$ cat src/rtl/apb_master_n.sv
// APB master with a command FIFO, built-in address decode for up to 16 slaves,
// error responses for unmapped addresses and a PREADY timeout.
module apb_master_n #(
  parameter int unsigned NUM_SLAVES = 4,
  parameter int unsigned DATA_W     = 32,
  parameter logic [15:0] BASE_HI    = 16'h1000,
  parameter int unsigned CMD_DEPTH  = 4,
  parameter int unsigned TIMEOUT    = 16
) (
  input  logic                         PCLK,
  input  logic                         PRESET,
  input  logic                         transfer,
  input  logic                         write,
  input  logic [31:0]                  addr,
  input  logic [DATA_W-1:0]            wdata,
  output logic                         req_ready,
  output logic                         ready,
  output logic [DATA_W-1:0]            rdata,
  output logic                         err,
  output logic [31:0]                  PADDR,
  output logic                         PWRITE,
  output logic                         PENABLE,
  output logic [DATA_W-1:0]            PWDATA,
  output logic [NUM_SLAVES-1:0]        PSEL,
  input  logic [NUM_SLAVES*DATA_W-1:0] PRDATA,
  input  logic [NUM_SLAVES-1:0]        PREADY,
  input  logic [NUM_SLAVES-1:0]        PSLVERR
);

  localparam int unsigned PTR_W = (CMD_DEPTH > 1) ? $clog2(CMD_DEPTH) : 1;
  localparam int unsigned OCC_W = PTR_W + 1;
  localparam int unsigned CNT_W = $clog2(TIMEOUT + 1);
  localparam int unsigned CMD_W = 1 + 32 + DATA_W;
  localparam logic [CNT_W-1:0] CNT_LAST = CNT_W'(TIMEOUT - 1);

  typedef enum logic [1:0] {IDLE, SETUP, ACCESS} state_t;

  state_t              state_q, state_d;
  logic [CMD_W-1:0]    fifo_mem [CMD_DEPTH];
  logic [PTR_W-1:0]    wr_ptr_q, wr_ptr_d, rd_ptr_q, rd_ptr_d;
  logic [OCC_W-1:0]    count_q, count_d;
  logic [CNT_W-1:0]    cnt_q, cnt_d;
  logic [31:0]         paddr_q, paddr_d;
  logic                pwrite_q, pwrite_d;
  logic [DATA_W-1:0]   pwdata_q, pwdata_d;
  logic [3:0]          idx_q, idx_d;
  logic                ready_q, ready_d;
  logic                err_q, err_d;
  logic [DATA_W-1:0]   rdata_q, rdata_d;

  logic                fifo_full, fifo_empty, push, pop, load, finish;
  logic [CMD_W-1:0]    head;
  logic                head_write, head_mapped;
  logic [31:0]         head_addr;
  logic [DATA_W-1:0]   head_wdata;
  logic                sel_pready, sel_pslverr;
  logic [DATA_W-1:0]   sel_prdata;

  assign fifo_full  = (count_q == OCC_W'(CMD_DEPTH));
  assign fifo_empty = (count_q == '0);
  assign push       = transfer && !fifo_full;
  assign req_ready  = !fifo_full;

  // The head entry is only looked at when the FIFO is non-empty.
  assign head        = fifo_mem[rd_ptr_q];
  assign head_write  = head[CMD_W-1];
  assign head_addr   = head[DATA_W +: 32];
  assign head_wdata  = head[DATA_W-1:0];
  assign head_mapped = (head_addr[31:16] == BASE_HI) &&
                       ({1'b0, head_addr[15:12]} < 5'(NUM_SLAVES));

  assign PADDR   = paddr_q;
  assign PWRITE  = pwrite_q;
  assign PWDATA  = pwdata_q;
  assign PENABLE = (state_q == ACCESS);
  assign ready   = ready_q;
  assign err     = err_q;
  assign rdata   = rdata_q;

  // One select line per slave, active through SETUP and ACCESS.
  for (genvar gi = 0; gi < NUM_SLAVES; gi++) begin : g_psel
    assign PSEL[gi] = (state_q != IDLE) && (idx_q == 4'(gi));
  end

  // Command storage: plain array, no reset, so the pointers alone flush it.
  always_ff @(posedge PCLK) begin
    if (push) begin
      fifo_mem[wr_ptr_q] <= {write, addr, wdata};
    end
  end

  // Pick ready/error/data of the currently addressed slave only.
  always_comb begin
    sel_pready  = 1'b0;
    sel_pslverr = 1'b0;
    sel_prdata  = '0;
    for (int i = 0; i < NUM_SLAVES; i++) begin
      if (idx_q == 4'(i)) begin
        sel_pready  = PREADY[i];
        sel_pslverr = PSLVERR[i];
        sel_prdata  = PRDATA[i*DATA_W +: DATA_W];
      end
    end
  end

  // Next-state, pop decision, timeout counting and response generation.
  always_comb begin
    state_d = state_q;
    pop     = 1'b0;
    load    = 1'b0;
    finish  = 1'b0;
    cnt_d   = cnt_q;
    ready_d = 1'b0;
    err_d   = 1'b0;
    rdata_d = '0;
    case (state_q)
      IDLE: begin
        if (!fifo_empty) begin
          pop = 1'b1;
          if (head_mapped) begin
            load    = 1'b1;
            state_d = SETUP;
          end else begin
            ready_d = 1'b1;
            err_d   = 1'b1;
          end
        end
      end
      SETUP: state_d = ACCESS;
      ACCESS: begin
        if (sel_pready) begin
          finish  = 1'b1;
          ready_d = 1'b1;
          err_d   = sel_pslverr;
          rdata_d = pwrite_q ? '0 : sel_prdata;
        end else if (cnt_q == CNT_LAST) begin
          finish  = 1'b1;
          ready_d = 1'b1;
          err_d   = 1'b1;
        end else begin
          cnt_d = cnt_q + CNT_W'(1);
        end
        // An unmapped head is left for IDLE so its error response stays in order.
        if (finish) begin
          if (!fifo_empty && head_mapped) begin
            pop     = 1'b1;
            load    = 1'b1;
            state_d = SETUP;
          end else begin
            state_d = IDLE;
          end
        end
      end
      default: state_d = IDLE;
    endcase
    if (load) begin
      cnt_d = '0;
    end
  end

  // Pointer/occupancy updates and capture of the APB request fields.
  always_comb begin
    wr_ptr_d = push ? wr_ptr_q + PTR_W'(1) : wr_ptr_q;
    rd_ptr_d = pop  ? rd_ptr_q + PTR_W'(1) : rd_ptr_q;
    count_d  = count_q + OCC_W'(push) - OCC_W'(pop);
    paddr_d  = load ? head_addr        : paddr_q;
    pwrite_d = load ? head_write       : pwrite_q;
    pwdata_d = load ? head_wdata       : pwdata_q;
    idx_d    = load ? head_addr[15:12] : idx_q;
  end

  // State registers with asynchronous active-low reset.
  always_ff @(posedge PCLK or negedge PRESET) begin
    if (!PRESET) begin
      state_q  <= IDLE;
      wr_ptr_q <= '0;
      rd_ptr_q <= '0;
      count_q  <= '0;
      cnt_q    <= '0;
      paddr_q  <= '0;
      pwrite_q <= 1'b0;
      pwdata_q <= '0;
      idx_q    <= '0;
      ready_q  <= 1'b0;
      err_q    <= 1'b0;
      rdata_q  <= '0;
    end else begin
      state_q  <= state_d;
      wr_ptr_q <= wr_ptr_d;
      rd_ptr_q <= rd_ptr_d;
      count_q  <= count_d;
      cnt_q    <= cnt_d;
      paddr_q  <= paddr_d;
      pwrite_q <= pwrite_d;
      pwdata_q <= pwdata_d;
      idx_q    <= idx_d;
      ready_q  <= ready_d;
      err_q    <= err_d;
      rdata_q  <= rdata_d;
    end
  end

endmodule

$ cat config.mk
export PLATFORM = sky130hd
export DESIGN_NAME = apb_master_n
export DESIGN_NICKNAME = d
export VERILOG_FILES = /design/src/rtl/apb_master_n.sv
export SDC_FILE = /design/constraint.sdc
export NUM_CORES = 1
export LEC_CHECK = 0
export ABC_AREA = 0
export ABC_CLOCK_PERIOD_IN_PS = 3700
export CORE_ASPECT_RATIO = 0.8
export CORE_MARGIN = 2
export CORE_UTILIZATION = 45
export CTS_BUF_LIST = sky130_fd_sc_hd__clkbuf_8
export DETAILED_ROUTE_END_ITERATION = 8
export PLACE_DENSITY = 0.78
export SLEW_MARGIN = 20
export SYNTH_ARGS = -nofsm -noshare
export SYNTH_HDL_FRONTEND = slang
export SYNTH_SLANG_ARGS = --single-unit
$ cat constraint.sdc
create_clock -name PCLK -period 3.7 [get_ports PCLK]
set_input_delay 0.74 -clock PCLK [delete_from_list [all_inputs] [get_ports PCLK]]
set_output_delay 0.74 -clock PCLK [all_outputs]
set_load 0.05 [all_outputs]
==> flow_summary.yaml, run 1 <==
outcome:
  status: "completed"
placement:
  gp_congestion: 0.805
  hpwl_um: 22500
  port_buffers: 308
cells_and_area:
  layout_common_cells: "clkdlybuf4s50_1 (307), edfxtp_1 (260), dfrtp_1 (110)"
  final_util: 0.608
  finalNetCount: 1261
  fillers: 2292
  drive_gt1_frac: 0.218
  area_delta_synth_final_pct: 34.1
  final_common_cell: "clkdlybuf4s50_1"
clock_network:
  clk_latency_ns: 0.60
  clockBufferDepth: 3
  cts_setup_buffers: 0
  cts_tree: "done"
  htreeDepth: 2
  holdBufCountCts: 0
  clock-sinks: 373
  path_clk_slew_ns: 0.06
  cts_root_buf: "clkbuf_8"
  numCtsBuffers: 57
  cts_resized: 0
global_route:
  grt_pass1_wl_um: 48700
  grt_use_total: 0.199
  grt_pass1_vias: 8193
  grt_max_degree: 52
  antenna_found_initial: 2
  grt-ovfl-total: 0
drt:
  drtAntennaViolNets: 0
  drc: 0
  drtIter0Drc: 491
  drt_wl_total_um: 32600
  num_vias: 7683
  via_per_inst: 5.06
  wire_per_inst_um: 21.4
  firstDrtPassIters: 5
pwr:
  p_per_area_nw_per_um2: 557
  switchingPower_mw: 2.72
  p_comb_frac: 0.183
  clkPwrFrac: 0.307
  p_leak_nw: 6.95
  p_int_mw: 7.84
  p_seq_frac: 0.510
  peakVddDrop_v: 0.000327
  swShare: 0.258
logic_synthesis:
  synth_area_sq_um: 14100
  synthFlopType: "edfxtp_1"
  ys_ff_latch: 373
  synthArstFlopShare: 0.303
  synth.net_count: 902
  synth.area.top_cells: "edfxtp_1 (55%), dfrtp_1 (20%), mux4_2 (13%)"
  synthCells: 689
  ys.warnings.count: 0
  synth_edf_count: 260
  yosysUniqueCellTypes: 38
  yosysTopAreaCell: "edfxtp_1"
  syn_avg_cell_area_sq_um: 20.5
  ys_seq_area_frac: 0.752
  synth_top_area_frac: 0.552
timing:
  relSlewSlack: 0.412
  setup_viol: 0
  slew_violations: 0
  worstMarginPinSlew_ns: 0.879
  fmax_mhz: 295
  skew_ns: 0.0213
  rsz0062_at_grt: "no"
  fin_crit_sh: 0.916
  hold_violations: 0
  tns_ns: 0
  min_period_ns: 3.39
die:
  start_util: 0.453
  ios: 309
  die-area_sq_um: 32900
  core_area_sq_um: 31200
  fp.dieW_um: 202
  rows: 58
  die_h_um: 163
critical_path:
  crit_path_max_fanout: 4
  cp-end-kind: "output pin"
  critPathRequiredTime_ns: 2.96
  crit_type: "flip-flop to output pin"
  cp_data_arrival_time_ns: 2.65
  start_kind: "flip-flop"
job:
  cap_viol_max_count: 0
min_path:
  hp-class: "input port to async pin"
worst max-delay path, stage by stage (launching register included):
cell	delay, ns
dfrtp_1	0.40
nor2_1	0.36
o21a_1	0.25
and3_1	0.17
clkdlybuf4s50_1	0.87
sequential cells by signal, summed over array words and instances, names as in the netlist:
signal    count
fifo_mem    260
PADDR        32
PWDATA       32
rdata        32
cnt_q         5
count_q       3
rd_ptr_q      2
state_q       2
wr_ptr_q      2
PWRITE        1
err           1
ready         1
layout make-up:
cell class | count | area, sq um | area share
Antenna cell | 2 | 5.00 | 0.000264
Clock buffer | 63 | 867 | 0.0457
Clock inverter | 44 | 244 | 0.0129
Inverter | 10 | 37.5 | 0.00198
Multi-Input combinational cell | 276 | 3360 | 0.177
Sequential cell | 373 | 10600 | 0.561
Tap cell | 420 | 526 | 0.0277
Timing Repair Buffer | 330 | 3280 | 0.173
cell families after synthesis:
kind of cell / count (synthesis) / share of synthesized area
buffers and inverters: 40 / 0.0126
adder cells (fa/ha/maj): 9 / 0.00849
flip-flops: 373 / 0.752
AND/OR/NAND/NOR: 115 / 0.0483
AO/OA/AOI/OAI: 16 / 0.00769
XOR/XNOR: 7 / 0.00433
multiplexers: 129 / 0.167
per-layer routing:
| metal | share of wire | wire (um) | vias up | global-route usage |
|---|---|---|---|---|
| li1 | - | - | 3454 | - |
| met1 | 0.44 | 14300 | 3968 | 0.289 |
| met2 | 0.48 | 15800 | 206 | 0.308 |
| met3 | 0.058 | 1880 | 53 | 0.0422 |
| met4 | 0.017 | 560 | 2 | 0.0541 |
| met5 | 0.00040 | 13 | - | 0 |
synthesized netlist by cell type (all sizes together) (7+ instances only):
| library cell | number |
|---|---|
| and3 | 7 |
| buf | 15 |
| clkbuf | 15 |
| dfrtp | 113 |
| edfxtp | 260 |
| ha | 8 |
| inv | 10 |
| mux2 | 47 |
| mux4 | 81 |
| nand2 | 11 |
| nand3 | 7 |
| nor2 | 8 |
| nor2b | 49 |
| nor4 | 10 |
| o21ai | 7 |
through the flow:
| stage | instance area (sq um) | total power [mW] | instances | setup slack, ns | hold slack, ns |
|---|---|---|---|---|---|
| finish | 19000 | 10.6 | 1518 | 0.309 | 0.212 |
| global route | 19000 | 11.1 | 1516 | 0.0332 | 0.233 |
| CTS | 19000 | 10.7 | 1516 | 0.268 | 0.201 |
| detailed placement | 17900 | 7.45 | 1409 | 0.176 | 0.477 |
| global placement | 17900 | 7.38 | 1409 | 0.191 | 0.450 |
| floorplan | 14100 | 6.65 | 689 | 0.620 | 0.444 |
final timing paths:
kind,start,endpoint,slack [ns],cells past startpoint
setup / recovery,PADDR[15],PSEL[3],0.31,4
hold / removal,PRESET,rdata[3],0.21,1
setup reg to reg,rd_ptr_q[1],count_q[2],0.37,12
hold reg to reg,PADDR[28],PADDR[28],0.48,1
max in group asynchronous,PRESET,rdata[29],2.53,2
min in group PCLK,PADDR[28],PADDR[28],0.48,1
power by group through the flow:
| stage | sequential [mW] | clock, mW | combinational [mW] |
|---|---|---|---|
| 3_3_place_gp | 5.43 | 0 | 1.95 |
| 3_5_place_dp | 5.48 | 0 | 1.98 |
| 5_1_grt | 5.44 | 3.53 | 2.11 |
| 6_report | 5.38 | 3.25 | 1.93 |
| 2_1_floorplan | 5.40 | 0 | 1.25 |
| 4_1_cts | 5.40 | 3.34 | 1.99 |
(Power assumes the default switching activity.)
==> run 2, diff against run 1 <==
--- a/config.mk
+++ b/config.mk
@@ -7,10 +7,9 @@
 export LEC_CHECK = 0
 export ABC_AREA = 0
 export ABC_CLOCK_PERIOD_IN_PS = 3700
-export CORE_ASPECT_RATIO = 0.8
 export CORE_MARGIN = 2
 export CORE_UTILIZATION = 45
-export CTS_BUF_LIST = sky130_fd_sc_hd__clkbuf_8
+export CTS_BUF_LIST = sky130_fd_sc_hd__clkbuf_4 sky130_fd_sc_hd__clkbuf_8
 export DETAILED_ROUTE_END_ITERATION = 8
 export PLACE_DENSITY = 0.78
 export SLEW_MARGIN = 20
==> flow_summary.yaml, run 2 (same netlist as run 1, synthesis figures left out) <==
outcome:
  status: "completed"
timing:
  fmax_mhz: 290
  worstMarginPinSlew_ns: 0.773
  tns_ns: 0
  hold_violations: 0
  setup_viol: 0
  skew_ns: 0.0183
  fin_ws_ns: 0.250
  rsz0062_at_grt: "no"
  fin_crit_sh: 0.932
  min_period_ns: 3.45
  slew_violations: 0
  relSlewSlack: 0.485
  hold_slack_ns: 0.179
placement:
  gp_congestion: 0.736
  hpwl_um: 21100
  post-place-ws_ns: 0.157
  port_buffers: 308
cells_and_area:
  area_delta_synth_final_pct: 34.1
  drive_gt1_frac: 0.233
  multi_input_area_sq_um: 3360
  num_antenna_cells: 0
  top_register: "fifo_mem"
  fillers: 2241
  finalNetCount: 1256
  final_common_cell: "clkdlybuf4s50_1"
  layout_common_cells: "clkdlybuf4s50_1 (307), edfxtp_1 (260), dfrtp_1 (110)"
  register_area_sq_um: 10600
  largest_reg_flops: 260
pwr:
  p_per_area_nw_per_um2: 561
  peakVddDrop_v: 0.000449
  p_leak_nw: 6.92
critical_path:
  crit_slowest_cell: "clkdlybuf4s50_1"
  cp_data_arrival_time_ns: 2.71
  crit_family: "buffers and inverters"
  start_kind: "flip-flop"
  crit_type: "flip-flop to output pin"
  critPathRequiredTime_ns: 2.96
  reg2reg_depth: 12
  reg2reg_slack_ns: 0.42
  crit_chain: "nor2_1, o21a_1, nor3b_1, clkdlybuf4s50_1"
  cp-end-kind: "output pin"
  crit_path_max_fanout: 4
  cp.depth: 4
  max_stage_delay_ns: 0.84
  worst-path-buf-inv: 1
die:
  die_h_um: 181
  fp.dieW_um: 181
  die-area_sq_um: 32900
  core_area_sq_um: 30700
  rows: 64
  ios: 309
  start_util: 0.460
global_route:
  grt_use_total: 0.190
  antenna_found_initial: 0
  grt_pass1_vias: 8414
  grt_max_degree: 50
  grt_pass1_wl_um: 47500
  grt-ovfl-total: 0
drt:
  drt_wl_total_um: 31000
  via_per_inst: 5.19
  firstDrtPassIters: 4
  drtAntennaViolNets: 0
  num_vias: 7705
  drc: 0
  wire_per_inst_um: 20.8
  drtIter0Drc: 397
clock_network:
  holdBufCountCts: 0
  cts_setup_buffers: 0
  cts_tree: "done"
  clock-sinks: 373
  clk_latency_ns: 0.57
  numCtsBuffers: 57
  clockBufferDepth: 3
  cts_resized: 0
  htreeDepth: 2
  path_clk_slew_ns: 0.06
  cts_root_buf: "clkbuf_8"
job:
  cap_viol_max_count: 0
min_path:
  hp-class: "input port to async pin"
[run 2: routing by layer]
metal  share of wire  track usage  up-vias
met5               0            0        -
met4           0.017       0.0485        0
met2            0.53        0.346      284
met1            0.38        0.224     3925
met3           0.073       0.0478       43
li1                -            -     3453
[run 2: path summary, 6_finish.rpt]
path | from | end
setup reg to reg | fifo_mem[0][57] | count_q[2]
hold reg to reg | PADDR[28] | PADDR[28]
setup / recovery | PADDR[15] | PSEL[0]
hold / removal | PRESET | PADDR[17]
min in group PCLK | PADDR[28] | PADDR[28]
max in group asynchronous | PRESET | rdata[21]
[run 2: power breakdown]
| part | internal (mW) | switching, mW |
|---|---|---|
| Combinational | 0.966 | 0.992 |
| Sequential | 5.16 | 0.200 |
| Clock | 1.82 | 1.51 |
| Total | 7.95 | 2.70 |
[run 2: cell type report]
type | count | share of cell area
clock inverter | 19 | 0.00508
timing repair buffer | 325 | 0.173
multi-input combinational | 276 | 0.177
clock buffer | 87 | 0.0555
inverter | 10 | 0.00198
sequential | 373 | 0.561
tap | 396 | 0.0261
[run 2: worst register-to-register path, stage by stage (launching register included)]
cell and delay, ns:
edfxtp_1 0.36, nor4_1 0.38, nand3b_1 0.14, a221oi_1 0.43, o21ai_0 0.28, o31ai_1 0.34
and2_1 0.22, ha_1 0.13, inv_1 0.04, ha_1 0.18, fa_1 0.40, xnor2_1 0.18
xnor2_1 0.13
[run 2: metrics by stage]
stage | instance area (sq um) | power, mW | util | std cells
floorplan | 14100 | 6.65 | - | 689
global placement | 17800 | 7.39 | 0.580 | 1380
detailed placement | 17800 | 7.47 | 0.580 | 1380
CTS | 19000 | 10.8 | 0.617 | 1486
global route | 19000 | 11.1 | 0.617 | 1486
finish | 19000 | 10.6 | 0.617 | 1486
